### src/rtl/arc4_pkg.sv
// Shared ARC4 definitions: key length, S memory depth, byte type, KSA states.
// No logic; types and constants only.
// Imported by the key-scheduling stage.
package arc4_pkg;

  localparam int KEY_BYTES = 3;
  localparam int S_DEPTH   = 256;

  typedef logic [7:0] byte_t;

  typedef enum logic [2:0] {
    IDLE,
    RD_I,
    WT_I,
    RD_J,
    WT_J,
    WR_I,
    WR_J
  } ksa_state_t;

endpackage

### src/rtl/ksa.sv
// ARC4 key schedule over an identity-preloaded S memory (single-port sync RAM).
// Latency: 6 cycles per iteration, 1536 cycles from accept edge to rdy.
// Backpressure: en is only honoured while rdy=1 (or on the final edge of a run); busy en is dropped.
module ksa
  import arc4_pkg::*;
(
  input  logic        clk,
  input  logic        rst_n,
  input  logic        en,
  output logic        rdy,
  input  logic [23:0] key,
  output logic [7:0]  addr,
  input  logic [7:0]  rddata,
  output logic [7:0]  wrdata,
  output logic        wren
);

  localparam byte_t      LAST_I   = byte_t'(S_DEPTH - 1);
  localparam logic [1:0] LAST_KIX = 2'(KEY_BYTES - 1);

  ksa_state_t  state_q, state_d;
  byte_t       i_q, i_d;
  byte_t       j_q, j_d;
  byte_t       si_q, si_d;
  byte_t       sj_q, sj_d;
  logic [23:0] kreg_q, kreg_d;
  logic [1:0]  kidx_q, kidx_d;
  byte_t       addr_q, addr_d;
  byte_t       wrdata_q, wrdata_d;
  logic        wren_q, wren_d;
  byte_t       key_byte;

  // Key byte for the current i: byte 0 is the most significant key byte.
  always_comb begin
    key_byte = kreg_q[7:0];
    case (kidx_q)
      2'd0:    key_byte = kreg_q[23:16];
      2'd1:    key_byte = kreg_q[15:8];
      default: key_byte = kreg_q[7:0];
    endcase
  end

  // Iteration sequencing plus next-cycle memory port values, so every output is a flop.
  always_comb begin
    state_d  = state_q;
    i_d      = i_q;
    j_d      = j_q;
    si_d     = si_q;
    sj_d     = sj_q;
    kreg_d   = kreg_q;
    kidx_d   = kidx_q;
    addr_d   = addr_q;
    wrdata_d = wrdata_q;
    wren_d   = 1'b0;

    case (state_q)
      IDLE: begin
        if (en) begin
          state_d = RD_I;
          kreg_d  = key;
          i_d     = '0;
          j_d     = '0;
          kidx_d  = '0;
        end
      end
      RD_I: state_d = WT_I;
      WT_I: begin
        si_d    = rddata;
        j_d     = j_q + rddata + key_byte;
        state_d = RD_J;
      end
      RD_J: state_d = WT_J;
      WT_J: begin
        sj_d    = rddata;
        state_d = WR_I;
      end
      WR_I: state_d = WR_J;
      WR_J: begin
        i_d    = i_q + 8'd1;
        kidx_d = (kidx_q == LAST_KIX) ? 2'd0 : kidx_q + 2'd1;
        if (i_q != LAST_I) begin
          state_d = RD_I;
        end else if (en) begin
          // Completion edge doubles as the earliest accept edge for a held en.
          state_d = RD_I;
          kreg_d  = key;
          i_d     = '0;
          j_d     = '0;
          kidx_d  = '0;
        end else begin
          state_d = IDLE;
        end
      end
      default: state_d = IDLE;
    endcase

    // Memory port for the state being entered; addr/wrdata hold elsewhere.
    case (state_d)
      RD_I: addr_d = i_d;
      RD_J: addr_d = j_d;
      WR_I: begin
        addr_d   = i_d;
        wrdata_d = sj_d;
        wren_d   = 1'b1;
      end
      WR_J: begin
        addr_d   = j_d;
        wrdata_d = si_d;
        wren_d   = 1'b1;
      end
      default: ;
    endcase
  end

  // State and datapath registers; reset clears wren at once so no stray write follows.
  always_ff @(posedge clk or negedge rst_n) begin
    if (!rst_n) begin
      state_q  <= IDLE;
      i_q      <= '0;
      j_q      <= '0;
      si_q     <= '0;
      sj_q     <= '0;
      kreg_q   <= '0;
      kidx_q   <= '0;
      addr_q   <= '0;
      wrdata_q <= '0;
      wren_q   <= 1'b0;
    end else begin
      state_q  <= state_d;
      i_q      <= i_d;
      j_q      <= j_d;
      si_q     <= si_d;
      sj_q     <= sj_d;
      kreg_q   <= kreg_d;
      kidx_q   <= kidx_d;
      addr_q   <= addr_d;
      wrdata_q <= wrdata_d;
      wren_q   <= wren_d;
    end
  end

  assign rdy    = (state_q == IDLE);
  assign addr   = addr_q;
  assign wrdata = wrdata_q;
  assign wren   = wren_q;

endmodule

### config.mk
export PLATFORM = sky130hd
export DESIGN_NAME = ksa
export DESIGN_NICKNAME = d
export VERILOG_FILES = /design/src/rtl/arc4_pkg.sv /design/src/rtl/ksa.sv
export SDC_FILE = /design/constraint.sdc
export NUM_CORES = 1
export LEC_CHECK = 0
export ABC_AREA = 1
export ABC_CLOCK_PERIOD_IN_PS = 4510
export CAP_MARGIN = 5
export CORE_ASPECT_RATIO = 0.7
export CORE_MARGIN = 2
export CORE_UTILIZATION = 59
export CTS_CLUSTER_DIAMETER = 30
export DETAILED_ROUTE_END_ITERATION = 8
export GPL_TIMING_DRIVEN = 1
export PLACE_DENSITY = 0.93
export SLEW_MARGIN = 20
export SYNTH_ARGS = -nofsm -noshare
export SYNTH_HDL_FRONTEND = slang
export SYNTH_SLANG_ARGS = --single-unit
export TNS_END_PERCENT = 5
### constraint.sdc
create_clock -name clk -period 4.51 [get_ports clk]
set_input_delay 0.6765 -clock clk [delete_from_list [all_inputs] [get_ports clk]]
set_output_delay 0.6765 -clock clk [all_outputs]
set_load 0.02 [all_outputs]
### Word-level counts from Yosys, hierarchy flattened

Cells that the tools add are included.

| operators by class | value |
|---|---|
| add/sub/neg operators | 4 |
| reductions and logical operators | 10 |
| equal/unequal tests | 15 |
| mux-type cells | 25 |

Operators with widths:

| operator | number |
|---|---|
| $pmux 8 s2 | 4 |
| $mux 8 | 7 |
| $mux 24 | 2 |
| $pmux 24 s2 | 1 |
| $pmux 8 s3 | 1 |
| $pmux 3 s7 | 1 |
| $add 8x8->8 | 2 |
| $eq 3x3->1 const B | 5 |
| $eq 3x2->1 const B | 3 |
| $add 8x1->8 const B | 1 |
| $mux 2 | 4 |
| $ne 8x8->1 const B | 1 |
| $eq 3x1->1 const B | 2 |
| $reduce_bool 2->1 | 3 |
| $reduce_or 2->1 | 3 |
| $ne 2x2->1 const B | 2 |
| $pmux 2 s2 | 1 |
| $reduce_and 2->1 | 2 |
| $logic_not 3->1 | 1 |
| $mux 1 | 3 |
| $mux 3 | 1 |
| $add 2x1->2 const B | 1 |
| $eq 2x1->1 const B | 1 |
| $eq 2x2->1 const B | 1 |
| $logic_not 2->1 | 1 |

| word-level totals | value |
|---|---|
| input bits | 35 |
| bits in registers | 78 |
| output and inout bits | 18 |
| logic and storage cells | 64 |

### Logic depth before layout (Yosys ltp)

Gate-level depths: netlist of run 1.

| logic depth | value |
|---|---|
| depth in word-level cells | 6 |
| gate-level depth with buffers | 19 |
| mapped depth without buffers | 18 |

### Worst setup path before layout of run 1

OpenSTA, ideal clock, no wires.

| timing | value |
|---|---|
| path kind | register to register |
| start point | register kidx_q[1] |
| end point | register addr_q[3], in the netlist addr[3] |
| stages on the path, launching flop included | 14 |
| period minus slack after synthesis | 2820 ps |
| setup time | 125 ps |
| path buffers | 1 |
| arrival time | 2695 ps |
| path slack | 1690 ps |
| required time | 4385 ps |
| cell sequence | dfrtp_1 buf_2 nor2_2 a22o_1 a21oi_1 fa_1 inv_1 ha_1 fa_1 or2_2 a22oi_1 nand2_1 nand2_1 nand3_1 |

| on the way | value |
|---|---|
| cells in the longest elaborated chain, start to end | 5 |
| elaborated cells on any way between the ends | 6 |
| those cells by class | add/sub (1); eq/ne (1); mux (3); reduce/logical (1) |

Ends and longest elaborated chain:

| item | line | source |
|---|---|---|
| start, declared | ksa.sv:27 | `logic [1:0] kidx_q, kidx_d;` |
| start signal, assigned | ksa.sv:135 | `kidx_q <= kidx_d;` |
| $eq 2x1->1 / $logic_not 2->1 (equally long branches) | ksa.sv:36 | `case (kidx_q)` |
| $pmux 8 s2 * | ksa.sv:36 |  |
| $add 8x8->8 * | ksa.sv:69 | `j_d = j_q + rddata + key_byte;` |
| $pmux 8 s3 * | ksa.sv:56 | `case (state_q)` |
| net j_d[3] | ksa.sv:23 | `byte_t j_q, j_d;` |
| $pmux 8 s2 * | ksa.sv:98 | `case (state_d)` |
| end signal, assigned | ksa.sv:136 | `addr_q <= addr_d;` |
| end, declared | ksa.sv:28 | `byte_t addr_q, addr_d;` |

The timed path passes the listed nets; every way through them passes the cells marked *.
A chain may end at the register's enable or synchronous reset.

### Worst setup path after layout of run 1

Ends and elaborated chain as after synthesis.

==> impl_metrics.toml, run 1 <==
[clocking]
clkSlewWorstSetupHoldPaths_ns = 0.07
htreeDepth = 3
cts_hold_buf = 0
cts_num_sinks = 74
postCtsSetupRepairBufs = 0
cts-root-buf = "clkbuf_8"
cts_resized = 0
clkLatencyLatePin_ns = 0.35
cts_buffer_depth = 2
cts_made_buffers = 9
cts_tree = "done"

[floorplanning]
start_util = 0.610
fp.dieW_um = 100
die_h_um = 71.2
fp-row-count = 24
core_area_sq_mm = 0.00625
ios = 53
die-area_sq_mm = 0.00712

[sta]
relSlewSlack = 0.460
drv_slew = 0
setup_violations = 0
worst_slack_ns = 1.43
rsz0062_at_grt = "false"
final_hold_viol_count = 0
layout_min_cycle_time_ns = 3.08
tightest_slew_ns = 0.811
clock_skew_ns = 0.00470
setup_tns_ns = 0
clock.fmax_mhz = 324
period_share = 0.683

[placement]
dpl_worst_slack_ns = 1.25
port_buffers = 52
gp_congestion = 0.979
dpl-instance-area_sq_mm = 0.00438
hpwl_um = 6390

[routing]
num_vias = 3005
route.met2.wl_um = 3710
wl_met1_um = 3900
routedWlPerCell_um = 15.3
routed.top_layer = "met4"
drt-initial-drc-count = 185
met3_length_um = 529
firstDrtPassIters = 5
via_per_inst = 5.50
ant_nets = 0
routed_wl_um = 8350
drc = 0

[setup_path]
critPathArrivalTime_ns = 3.32
rr_worst_depth = 12
worst-endpoint-required_ns = 4.75
path_max_fanout = 10
reg2reg_to = "addr[3]$_DFFE_PN0P_"
cp-endpoint = "addr[3]$_DFFE_PN0P_"
startpoint = "kidx_q[1]$_DFFE_PN0P_"
timing_worst_setup_path_type = "flip-flop to flip-flop"
end_kind = "flip-flop"
reg2reg_from = "kidx_q[1]$_DFFE_PN0P_"
startpoint_type = "flip-flop"
reg2reg_slack_ns = 1.43

[pwr]
power_uw = 1730
powerDensity_mw_per_mm2 = 380
leakage_uw = 0.00231
ir_drop_mv = 0.207

[yosys]
ys_seq_area_frac = 0.486
yosysMostFrequentCell = "nand2_1"
synth_edf_count = 0
synthesis.area_sq_mm = 0.00381
yosysWarnings = 0
yosys-top-cells-count = "nand2_1, dfrtp_1, inv_1, nand3_1, o21ai_0"
synth_top_cell_by_area = "dfrtp_1"
synthTopCellsByArea = "dfrtp_1, nand2_1, mux2_4"
syn_area_per_cell_sq_um = 9.36
synth_top_area_frac = 0.486
synth_cell_types = 31
synth_seq_cells = 74
synthCells = 407
async_flop_share = 1.00
yosys_most_used_dff = "dfrtp_1"
syn_nets = 457

[outcome]
status = "complete, no violations"

[global_route]
grt_antenna_before_repair = 0
grt_max_degree = 39
grt.total_usage = 0.256
gr-total-overflow = 0
first_global_vias = 2928
grt_pass1_wl_um = 13900

[run]
drv_cap = 0

[cells_and_area]
nets = 513
drive_gt1_frac = 0.118
area_growth_syn_to_layout_pct = 19.3
fillCellCount = 457
antenna_cells = 0
design_area_sq_mm = 0.00454
fin_util = 0.727

[worst_hold_path]
min_path_type = "input pin to asynchronous set/reset pin"
power breakdown:
| part | internal (uW) | switching, uW | leakage (uW) |
|---|---|---|---|
| combinational | 217 | 306 | 0.00129 |
| clock | 213 | 233 | 0.0000872 |
| sequential | 721 | 38.2 | 0.000940 |
flip-flops by register name, summed over array words and instances, names as in the netlist, 2 cells and up:
signal	flops
wrdata	8
si_q	8
sj_q	4
i_q	8
kreg_q	24
addr	8
kidx_q	2
state_q	3
j_q	8
layer usage:
metal	GRT usage	vias up
li1	-	1447
met1	0.369	1422
met2	0.387	112
met3	0.0566	24
met4	0.102	0
met5	0	-
cell usage in the layout (no fill, tap or decap), types with 4 or more instances in the layout:
master / synthesis / final
mux2_2: 4 / 4
mux2_4: 20 / 20
dfrtp_1: 74 / 74
nor2_1: 11 / 11
a21oi_1: 9 / 9
fa_1: 8 / 8
inv_1: 43 / 43
o22ai_1: 5 / 5
clkdlybuf4s50_1: 0 / 51
nand3_1: 41 / 41
ha_1: 7 / 7
clkbuf_8: 0 / 10
nand2_1: 119 / 119
o21ai_0: 24 / 24
metrics by stage:
step	std cells	hold WS, ns
after floorplan	407	0.381
after global placement	530	0.471
after detailed placement	530	0.483
after CTS	546	0.429
after global routing	546	0.481
final	546	0.413
critical path: stages, from the launching register on:
cell and delay (ns):
dfrtp_1 0.49, nor2_2 0.36, a22o_1 0.19, a21oi_1 0.06, fa_1 0.50, inv_1 0.04, ha_1 0.23, fa_1 0.43
or2_2 0.29, a22oi_1 0.15, nand2_1 0.09, nand2_1 0.06, nand3_1 0.09
how the worst min path moves through the flow:
stage | from | end | cells after the start
floorplan | rst_n | addr[0]$_DFFE_PN0P_ | 0
global placement | wrdata[0]$_DFFE_PN0P_ | wrdata[0]$_DFFE_PN0P_ | 2
detailed placement | wrdata[3]$_DFFE_PN0P_ | wrdata[3]$_DFFE_PN0P_ | 2
CTS | rst_n | wren$_DFF_PN0_ | 1
global route | rst_n | addr[3]$_DFFE_PN0P_ | 1
finish | rst_n | wrdata[0]$_DFFE_PN0P_ | 1
cell type report:
| class | instances | area [sq um] | share of cell area |
|---|---|---|---|
| Clock inverter | 3 | 15.0 | 0.00331 |
| Clock buffer | 13 | 149 | 0.0328 |
| Tap cell | 78 | 97.6 | 0.0215 |
| Timing Repair Buffer | 53 | 523 | 0.115 |
| Multi-Input combinational cell | 279 | 1730 | 0.382 |
| Sequential cell | 74 | 1850 | 0.408 |
| Inverter | 46 | 173 | 0.0380 |
cell families after synthesis:
kind of cell / Yosys count / share of synthesized area
XOR/XNOR: 4 / 0.00920
adder cells (fa/ha/maj): 15 / 0.0650
buffers and inverters: 54 / 0.0588
flip-flops: 74 / 0.486
multiplexers: 24 / 0.0907
AND/OR/NAND/NOR: 188 / 0.217
AO/OA/AOI/OAI: 48 / 0.0729
Note: power is estimated with default switching activity, not from simulation.
==> run 2, diff against run 1 <==
--- a/config.mk
+++ b/config.mk
@@ -6,15 +6,15 @@
 export NUM_CORES = 1
 export LEC_CHECK = 0
 export ABC_AREA = 1
-export ABC_CLOCK_PERIOD_IN_PS = 4510
+export ABC_CLOCK_PERIOD_IN_PS = 2820
 export CAP_MARGIN = 5
 export CORE_ASPECT_RATIO = 0.7
 export CORE_MARGIN = 2
-export CORE_UTILIZATION = 59
+export CORE_UTILIZATION = 49
 export CTS_CLUSTER_DIAMETER = 30
 export DETAILED_ROUTE_END_ITERATION = 8
 export GPL_TIMING_DRIVEN = 1
-export PLACE_DENSITY = 0.93
+export PLACE_DENSITY = 0.84
 export SLEW_MARGIN = 20
 export SYNTH_ARGS = -nofsm -noshare
 export SYNTH_HDL_FRONTEND = slang
==> constraint.sdc (replaced) <==
create_clock -name clk -period 2.82 [get_ports clk]
set_input_delay 0.423 -clock clk [delete_from_list [all_inputs] [get_ports clk]]
set_output_delay 0.423 -clock clk [all_outputs]
set_load 0.02 [all_outputs]
==> run 2 against run 1 <==
Compared with the run above:
- the flow now finishes with violations (design-rule violations)
- first-iteration DRC count grew 39%
- cell count rose by 5.9%
- total power grew 78%
- worst hold slack lost 0.29 ns
- utilization shrank 7.8 points
- clock power rose by 88%
- fmax up 14%
- sequential power is 61% higher
- clock skew rose by 0.0020 ns
- largest cell class unchanged
==> impl_metrics.toml, run 2 (synthesis gave the netlist of run 1 again) <==
[sta]
setup_violations = 0
final_hold_viol_count = 0
tightest_slew_ns = 0.737
period_share = 0.960
relSlewSlack = 0.508
layout_min_cycle_time_ns = 2.71
drv_slew = 0
setup_tns_ns = 0
clock_skew_ns = 0.00665
rsz0062_at_grt = "true"
whs_ns = 0.126
clock.fmax_mhz = 369

[placement]
gp_congestion = 0.920
port_buffers = 52
dp.cells = 559
hpwl_um = 6780

[setup_path]
end_kind = "flip-flop"
critPathArrivalTime_ns = 3.00
startpoint_type = "flip-flop"
path_max_fanout = 6
worst-endpoint-required_ns = 3.11
timing_worst_setup_path_type = "flip-flop to flip-flop"

[cells_and_area]
nets = 525
area_growth_syn_to_layout_pct = 26.4
regMostFlops = "kreg_q"
mostFrequentLayoutCell = "nand2_1"
final_cell_mix = "nand2_1, dfrtp_1, clkdlybuf4s50_1"
largest_register_ffs = 24
antenna_cells = 0
final_cells = 578
drive_gt1_frac = 0.183
fin_util = 0.649

[routing]
firstDrtPassIters = 7
ant_nets = 0
num_vias = 3170
via_per_inst = 5.48
routedWlPerCell_um = 16.1
drt-initial-drc-count = 257
routed_wl_um = 9280
drc = 1

[global_route]
grt_antenna_before_repair = 0
grt_pass1_wl_um = 14800
grt.total_usage = 0.228
gr-total-overflow = 0
grt_max_degree = 44
first_global_vias = 3112

[clocking]
cts_made_buffers = 9
cts_buffer_depth = 2
htreeDepth = 3
clkSlewWorstSetupHoldPaths_ns = 0.07
cts_num_sinks = 74
cts_tree = "done"
clkLatencyLatePin_ns = 0.35
cts-root-buf = "clkbuf_8"

[floorplanning]
fp-row-count = 26
core_area_sq_mm = 0.00742
die-area_sq_mm = 0.00851
ios = 53
fp.dieW_um = 109
start_util = 0.513
die_h_um = 77.8

[pwr]
powerDensity_mw_per_mm2 = 638
ir_drop_mv = 0.332
leakage_uw = 0.00243

[worst_hold_path]
min_path_type = "input pin to asynchronous set/reset pin"

[run]
drv_cap = 0

[outcome]
status = "finished with violations"
violations = "design-rule violations"
[run 2: per-stage QoR]
stage / total power [uW] / cell area (sq um) / setup slack (ns)
finish: 3070 / 4820 / 0.113
global route: 3260 / 4820 / -0.0771
global placement: 2030 / 4490 / -0.130
detailed placement: 2080 / 4490 / -0.158
CTS: 2940 / 4700 / 0.0116
floorplan: 1800 / 3810 / 0.0657
[run 2: worst paths after layout]
check,startpoint,end,slack [ns],cells after the start
setup / recovery,kidx_q[1]$_DFFE_PN0P_,addr[5]$_DFFE_PN0P_,0.11,16
hold / removal,rst_n,wrdata[0]$_DFFE_PN0P_,0.13,1
setup reg to reg,kidx_q[1]$_DFFE_PN0P_,addr[5]$_DFFE_PN0P_,0.11,16
hold reg to reg,wrdata[3]$_DFFE_PN0P_,wrdata[3]$_DFFE_PN0P_,0.49,2
max in group asynchronous,rst_n,kidx_q[0]$_DFFE_PN0P_,2.00,2
min in group clk,wrdata[3]$_DFFE_PN0P_,wrdata[3]$_DFFE_PN0P_,0.49,2
[run 2: metal layers]
layer | GRT usage | share of wire | routed length (um)
met5 | 0 | 0 | 0
met4 | 0.0418 | 0.013 | 121
met3 | 0.0773 | 0.075 | 692
met2 | 0.362 | 0.47 | 4390
met1 | 0.306 | 0.44 | 4070
[run 2: timing repair]
action                     4_1_cts  5_1_grt
setup endpoints to repair        1        9
hold buffers                     0        0
pin swaps                        0       15
setup buffers                    0        3
resized for setup                2       25
[run 2: critical path, stage by stage, from the launching register on]
cell and delay, ns:
dfrtp_1 0.40, buf_6 0.14, nor2_4 0.08, a22o_1 0.15
a21oi_2 0.05, fa_1 0.52, inv_2 0.05, ha_4 0.16
fa_2 0.41, buf_6 0.13, nand2_2 0.05, nand3_2 0.08
a21oi_2 0.15, o21ai_1 0.07, nand2_1 0.07, nand2_1 0.05
nand3_1 0.07
[run 2: final cells by class]
class | instances | area [sq um]
clock inverter | 2 | 35.0
multi-input combinational | 279 | 1840
inverter | 46 | 173
fill | 595 | 2600
clock buffer | 14 | 163
tap | 98 | 123
sequential | 74 | 1850
timing repair buffer | 65 | 633
[run 2: report_power, final]
| part | total, uW | switching, uW | internal [uW] |
|---|---|---|---|
| Clock | 836 | 379 | 457 |
| Combinational | 1020 | 552 | 468 |
| Sequential | 1220 | 62.6 | 1150 |
| Total | 3070 | 993 | 2080 |
